File: config.mk
export PLATFORM = sky130hd
export DESIGN_NAME = rv32i_fetch
export DESIGN_NICKNAME = d
export VERILOG_FILES = /design/src/rtl/rv32i_fetch.sv
export SDC_FILE = /design/constraint.sdc
export NUM_CORES = 1
export LEC_CHECK = 0
export BUFFER_PORTS_ARGS = -buffer_cell sky130_fd_sc_hd__buf_2
export CAP_MARGIN = 20
export CELL_PAD_IN_SITES_DETAIL_PLACEMENT = 1
export CELL_PAD_IN_SITES_GLOBAL_PLACEMENT = 1
export CORE_MARGIN = 2
export CORE_UTILIZATION = 30
export CTS_BUF_LIST = sky130_fd_sc_hd__clkbuf_2
export DETAILED_ROUTE_END_ITERATION = 10
export GPL_ROUTABILITY_DRIVEN = 0
export HOLD_SLACK_MARGIN = 0.03
export PLACE_DENSITY_LB_ADDON = 0.1
export REMOVE_ABC_BUFFERS = 1
export SYNTH_ARGS = -nofsm -noshare
export SYNTH_HDL_FRONTEND = slang
export SYNTH_SLANG_ARGS = --single-unit
File: constraint.sdc
create_clock -name clk -period 8.03 [get_ports clk]
set_clock_uncertainty 0.1 [all_clocks]
set_input_delay 0.803 -clock clk [delete_from_list [all_inputs] [get_ports clk]]
set_output_delay 0.803 -clock clk [all_outputs]
set_load 0.02 [all_outputs]
File: src/rtl/rv32i_fetch.sv
// rv32i_fetch: RV32I instruction fetch with prefetch FIFO and redirect flush; optional misaligned-redirect trap via RV32I_FETCH_MISALIGN_EN
module rv32i_fetch #(
  parameter logic [31:0] RV32I_RESET_VECTOR = 32'h00000000,
  parameter int          RV32I_FETCH_DEPTH  = 4
) (
  input  logic        clk,
  input  logic        reset_n,
  output logic [31:0] iaddr,
  output logic        iread,
  input  logic        iwaitrequest,
  input  logic [31:0] ireaddata,
  input  logic        ireaddatavalid,
  input  logic        update_pc,
  input  logic [31:0] new_pc,
  input  logic        stall,
  output logic [31:0] instr,
  output logic [31:0] pc,
  output logic        instr_valid,
  output logic        instr_misaligned
);
  localparam int PW = $clog2(RV32I_FETCH_DEPTH);
  localparam int CW = PW + 1;
  localparam logic [31:0] NOP = 32'h00000013;
  logic [31:0] fifo_data [RV32I_FETCH_DEPTH];
  logic [31:0] fifo_pc [RV32I_FETCH_DEPTH];
  logic [PW-1:0] rd_ptr, wr_ptr;
  logic [CW-1:0] count, outstanding, discard, outstanding_nx;
  logic [31:0] fetch_addr, resp_addr, held_addr, target;
  logic pend, stale, mis, room, accept, held, push, pop;
`ifdef RV32I_FETCH_MISALIGN_EN
  assign target = new_pc;
  always_ff @(posedge clk) begin
    if (!reset_n) mis <= 1'b0;
    else if (update_pc) mis <= |new_pc[1:0];
  end
`else
  logic unused_pc_bits;
  assign unused_pc_bits = ^new_pc[1:0];
  assign target = {new_pc[31:2], 2'b00};
  assign mis = 1'b0;
`endif
  assign instr_misaligned = mis;
  assign room = ({1'b0, outstanding} + {1'b0, count}) < (CW+1)'(RV32I_FETCH_DEPTH);
  assign iread = reset_n & (pend | (room & ~mis));
  assign iaddr = pend ? held_addr : fetch_addr;
  assign accept = iread & ~iwaitrequest;
  assign held = iread & iwaitrequest;
  assign outstanding_nx = outstanding + CW'(accept) - CW'(ireaddatavalid);
  assign push = ireaddatavalid & (discard == '0) & ~update_pc;
  assign pop = ~update_pc & ~stall & (count != '0);
  always_ff @(posedge clk) begin
    if (push) begin
      fifo_data[wr_ptr] <= ireaddata;
      fifo_pc[wr_ptr] <= resp_addr;
    end
  end
  always_ff @(posedge clk) begin
    if (!reset_n) begin
      fetch_addr <= RV32I_RESET_VECTOR;
      resp_addr <= RV32I_RESET_VECTOR;
      held_addr <= RV32I_RESET_VECTOR;
      pend <= 1'b0;
      stale <= 1'b0;
      outstanding <= '0;
      discard <= '0;
      count <= '0;
      rd_ptr <= '0;
      wr_ptr <= '0;
      instr <= NOP;
      pc <= RV32I_RESET_VECTOR;
      instr_valid <= 1'b0;
    end else begin
      pend <= held;
      held_addr <= iaddr;
      stale <= held & (stale | update_pc);
      outstanding <= outstanding_nx;
      if (update_pc) begin
        fetch_addr <= target;
        resp_addr <= target;
        discard <= outstanding_nx + CW'(held);
        count <= '0;
        rd_ptr <= '0;
        wr_ptr <= '0;
        instr <= NOP;
        pc <= target;
        instr_valid <= 1'b0;
      end else begin
        if (accept && !stale) fetch_addr <= fetch_addr + 32'd4;
        if (ireaddatavalid && discard != '0) discard <= discard - CW'(1);
        if (push) begin
          wr_ptr <= wr_ptr + PW'(1);
          resp_addr <= resp_addr + 32'd4;
        end
        count <= count + CW'(push) - CW'(pop);
        if (pop) begin
          instr <= fifo_data[rd_ptr];
          pc <= fifo_pc[rd_ptr];
          instr_valid <= 1'b1;
          rd_ptr <= rd_ptr + PW'(1);
        end else if (!stall) begin
          instr <= NOP;
          instr_valid <= 1'b0;
        end
      end
    end
  end
endmodule

Word level (Yosys, flattened, before mapping) --
Memory sizes are Yosys's and may differ from the RTL's. A register that Yosys moved wholly into a read port is not among the register bits. Index checks and enable logic that the tools add are counted.
Word-level totals: bits in registers 176, memory bits (writable) 256, output and inout port bits 99, logic and storage cells 75, memories 2
Cells by class: add/subtract/negate cells 11, magnitude comparators 1, equality and inequality tests 1, multiplexer cells 19, bitwise logic cells 14, reductions and logical operators 11
Memory list:
- fifo_data | words 4, width 32, read ports 1, clocked after memory_dff 1, wr ports 1, RTL line 24 | logic [31:0] fifo_data [RV32I_FETCH_DEPTH];
- fifo_pc | words 4, width 32, read ports 1, clocked after memory_dff 1, wr ports 1, RTL line 25 | logic [31:0] fifo_pc [RV32I_FETCH_DEPTH];
Operators by type and width (number):
- 2-to-1 mux 32 bit | 9
- adder 32 x 3 -> 32 bit, second input constant | 2
- adder 3 x 1 -> 3 bit | 3
- bitwise AND 1 bit | 8
- 2-to-1 mux 2 bit | 4
- nonzero test 2 bit | 4
- 2-to-1 mux 3 bit | 2
- nonzero test 3 bit | 2
- subtractor 3 x 1 -> 3 bit | 2
- adder 2 x 1 -> 2 bit, second input constant | 2
- adder 3 x 3 -> 4 bit | 1
- less-than comparator 4 x 3 -> 1 bit, second input constant | 1
- 2-to-1 mux 1 bit | 4
- NOT 1 bit | 4
- zero test 3 bit | 1
- subtractor 3 x 1 -> 3 bit, second input constant | 1
- logical AND 1 bit | 2
- inequality test 2 x 1 -> 1 bit, second input constant | 1
- OR 1 bit | 2
- OR reduction 2 bit | 1
- zero test 1 bit | 1

Depth between registers and ports, before layout --
depth in word-level cells 9, gate-level depth with buffers 15, depth with buffers taken out 15

Worst setup path after synthesis --
Ideal clock, no wire load.
kind input -> register, start point input ireaddatavalid, end point memory fifo_data[0][0] (enable), setup time 0.427 ns, arrival time 2.991 ns, path slack 4.512 ns, stages on the path 4, buffers on the path 2, cell sequence buf_4 and3b_1 buf_1 and3_1
On the way: word-level cells in the longest chain between the ends 4
RTL lines:
- from (decl) | RTL line 12 | input logic ireaddatavalid,
- bitwise AND 1 bit (2 in series) | RTL line 49 | assign push = ireaddatavalid & (discard == '0) & ~update_pc;
- 2-to-1 mux 1 bit | RTL line 52 | if (push) begin
- 2-to-1 mux 1 bit (implied by the code) | RTL line 53 | fifo_data[wr_ptr] <= ireaddata;
- to (decl) | RTL line 24
Every way passes these cells.

Final worst setup path --
start point register count[2], end point output iread
On the way: word-level cells in the longest chain between the ends 4
RTL lines:
- from (decl) | RTL line 27 | logic [CW-1:0] count, outstanding, discard, outstanding_nx;
- from (signal assigned) | RTL line 94 | count <= count + CW'(push) - CW'(pop);
- adder 3 x 3 -> 4 bit | RTL line 43 | assign room = ({1'b0, outstanding} + {1'b0, count}) < (CW+1)'(RV32I_FETCH_DEPTH);
- less-than comparator 4 x 3 -> 1 bit | RTL line 43
- OR 1 bit | RTL line 44 | assign iread = reset_n & (pend | (room & ~mis));
- bitwise AND 1 bit | RTL line 44
- to (decl) | RTL line 9 | output logic iread,
Every way passes these cells.

==> reports/qor.txt <==
Status = completed
CTS buffer count = 114
Power Density = 223 nW/µm²
Synth unique cells = 65
Relative slew slack = 0.297
RSZ-0062 raised after global routing = false
Area delta synth->final = 18.9%
Asr flop ratio synth = 0
Synth Area in Compound Gates = 0.0813
First-pass GRT wire length = 72900 µm
Core ar. = 55200 µm²
Root Driver = clkbuf_2
Reg2Reg Setup Slack = 4.60 ns
Die Ht = 240 µm
IO buf count = 163
Worst Reg2Reg Path Length in Cells = 15
IO Count = 169
CP Cell Sequence = ha_1 > nor3_2 > a21oi_1 > nor2b_1 > buf_2
Post-synth EDFFs = 248
Synth warn = 0
Global Route Usage Sum = 0.169
Mapped Area = 16800 µm²
Syn Inst Count = 1209
Hold_sp = new_pc[5]
Sum Neg Setup Slack = 0 ns
Vias = 11310
Clock buffer depth = 3
Synth Area per Inst = 13.9 µm²
Crit end category = output port
Routed length per placed instance = 20.4 µm
Synth Register Bits = 420
Die width = 240 µm
WP depth = 5
Drt via density = 4.86
Critical path required time = 7.13 ns
Clock slew at reported path FFs = 0.10 ns
Initial antenna violation count = 1
Seq/Total Area, Yosys = 0.650
Vias in the first global route = 12115
Worst-Skew Late Latency = 1.06 ns
Max H-tree Level = 3
CP max-delay cell = dfxtp_1
Adder-Cell Fraction of Synth Area = 0.0143
Simple-gate area share of the yosys netlist = 0.116
Critical path peak fanout = 5
# nets final = 1569
VDD IR max = 0.0000844 V
Sink count of the clock tree = 420
Hold slack = 0.168 ns
Most common cell after layout, fill and taps aside = edfxtp_1
Share of cells above drive strength 1 = 0.313
Worst-margin pin slew = 1.04 ns
Starting Density = 0.304
Post-route ant nets = 0
TritonCTS clock tree = done
Total gr overflow = 0
Die area = 57800 µm²
Maximum clock rate = 0.272 GHz
Crit path time final = 3.67 ns
FP Rows = 86
Most frequent cells in the layout = 248 x edfxtp_1, 190 x clkbuf_2, 169 x dfxtp_1
Hold depth = 3
Total Routed Length = 47400 µm
Final Cycle Share = 0.457
XOR/XNOR Fraction of Synth Area = 0.0107
First-pass detailed-route iteration total = 4
Slowest stage delay, CP = 0.45 ns
R2r startpoint = count[2]
Combinational family with the most area after synthesis = simple AND/OR/NAND/NOR gates
Slew Limit Fails = 0
Post-synthesis mux area share = 0.105
Worst Hold Class = primary input to register
Iteration-0 DRC count of the detailed router = 537
Setup bufs post-CTS = 0
Startpoint Class = register
Reg-to-Reg End = discard[2]
Hold Path Sink = resp_addr[5]
Final Setup Violations = 0
Pin count of the biggest net entering global routing = 72
P_leak = 7.19 nW
Drt drc = 0
Critical path buffers and inverters = 1
Setup CP Type = register to output port
Prevailing post-synth register cell = edfxtp_1
Worst EP arrival = 2.77 ns
Total of max-cap violations = 0
DP HPWL = 29500 µm
Crit path max-delay family = simple AND/OR/NAND/NOR gates
Fin. Hold Viols = 0
Critical path origin = count[2]
-- worst max path at each step --
stage,endpoint
CTS,iread
finish,iread
floorplan,fifo_data[0][0]
detailed placement,fifo_data[0][26]
global route,iread
global placement,fifo_pc[0][29]
-- layer usage --
metal / wire [µm] / track usage
met2: 23300 / 0.283
met5: 0 / 0
met4: 1140 / 0.0674
met1: 20900 / 0.214
met3: 2030 / 0.0326
-- cell usage after synthesis, drive strengths merged (19+ instances only) --
| cell | instances | area [µm²] |
|---|---|---|
| a21oi | 19 | 95.1 |
| a22oi | 29 | 218 |
| buf | 24 | 129 |
| nor2 | 59 | 221 |
| o21ai | 39 | 195 |
| mux4 | 62 | 1400 |
| nand4 | 22 | 153 |
| and2 | 42 | 263 |
| nand3 | 22 | 115 |
| clkbuf | 52 | 195 |
| mux2 | 30 | 338 |
| dfxtp | 172 | 3440 |
| edfxtp | 248 | 7450 |
| a211oi | 23 | 173 |
| a31oi | 47 | 294 |
| nand2 | 103 | 387 |
-- worst register-to-register path, delay by kind of cell, from the launching register on --
family,cells,cell delay [ns]
simple gates,4,0.77
flops,1,0.45
fa+ha+maj,5,1.39
xor+xnor,1,0.15
buf+inv,3,0.16
compound gates,2,0.26
-- cells by family (layout without fill, tap and decap cells) --
group / after synthesis / in the layout
AOI/OAI and AO/OA: 204 / 204
xor gates and xnor gates: 19 / 19
adders and majority gates: 18 / 18
buffers and inverters: 90 / 455
DFF: 420 / 420
muxes: 95 / 95
other: 1 / 5
and+or+nand+nor: 362 / 362
-- state kept, by name, summed over array words and instances, names as in the netlist, named ones only --
| name | count |
|---|---|
| pend | 1 |
| fetch_addr | 30 |
| pc | 30 |
| fifo_pc | 120 |
| rd_ptr | 2 |
| stale | 1 |
| resp_addr | 30 |
| instr | 32 |
| held_addr | 32 |
| outstanding | 3 |
| instr_valid | 1 |
| discard | 3 |
| fifo_data | 128 |
| wr_ptr | 2 |
| count | 3 |
-- stage by stage --
| stage | setup slack (ns) | area, µm² | power [mW] | utilization | std cells |
|---|---|---|---|---|---|
| 2_1_floorplan | 3.85 | 16400 | 2.74 | - | 1135 |
| 3_3_place_gp | 3.88 | 18400 | 2.92 | 0.333 | 2065 |
| 3_5_place_dp | 3.85 | 18400 | 2.94 | 0.333 | 2065 |
| 4_1_cts | 4.10 | 19900 | 4.55 | 0.360 | 2322 |
| 5_1_grt | 4.08 | 19900 | 4.72 | 0.361 | 2326 |
| 6_report | 4.36 | 19900 | 4.45 | 0.361 | 2326 |
-- area by class of cell --
type	count	area (µm²)
multi-input combinational	701	5520
clock buffer	190	951
fill	5958	35300
antenna	2	5.00
inverter	14	53.8
sequential	420	10900
clock inverter	21	120
tap	748	936
timing repair buffer	230	1450
-- report_power, final --
part	leakage, nW	switching [mW]	total [mW]	internal, mW
Sequential	3.67	0.0687	2.44	2.38
Combinational	2.67	0.267	0.448	0.181
Clock	0.844	0.903	1.56	0.652
Total	7.19	1.24	4.45	3.21
-- repair_timing --
item | CTS | global route
hold buffers | 46 | 0
endpoints found under the setup margin | 0 | 0
gates resized for setup | 0 | 0
hold endpoints to repair | 151 | 0
Power figures use the tool's default switching activity.
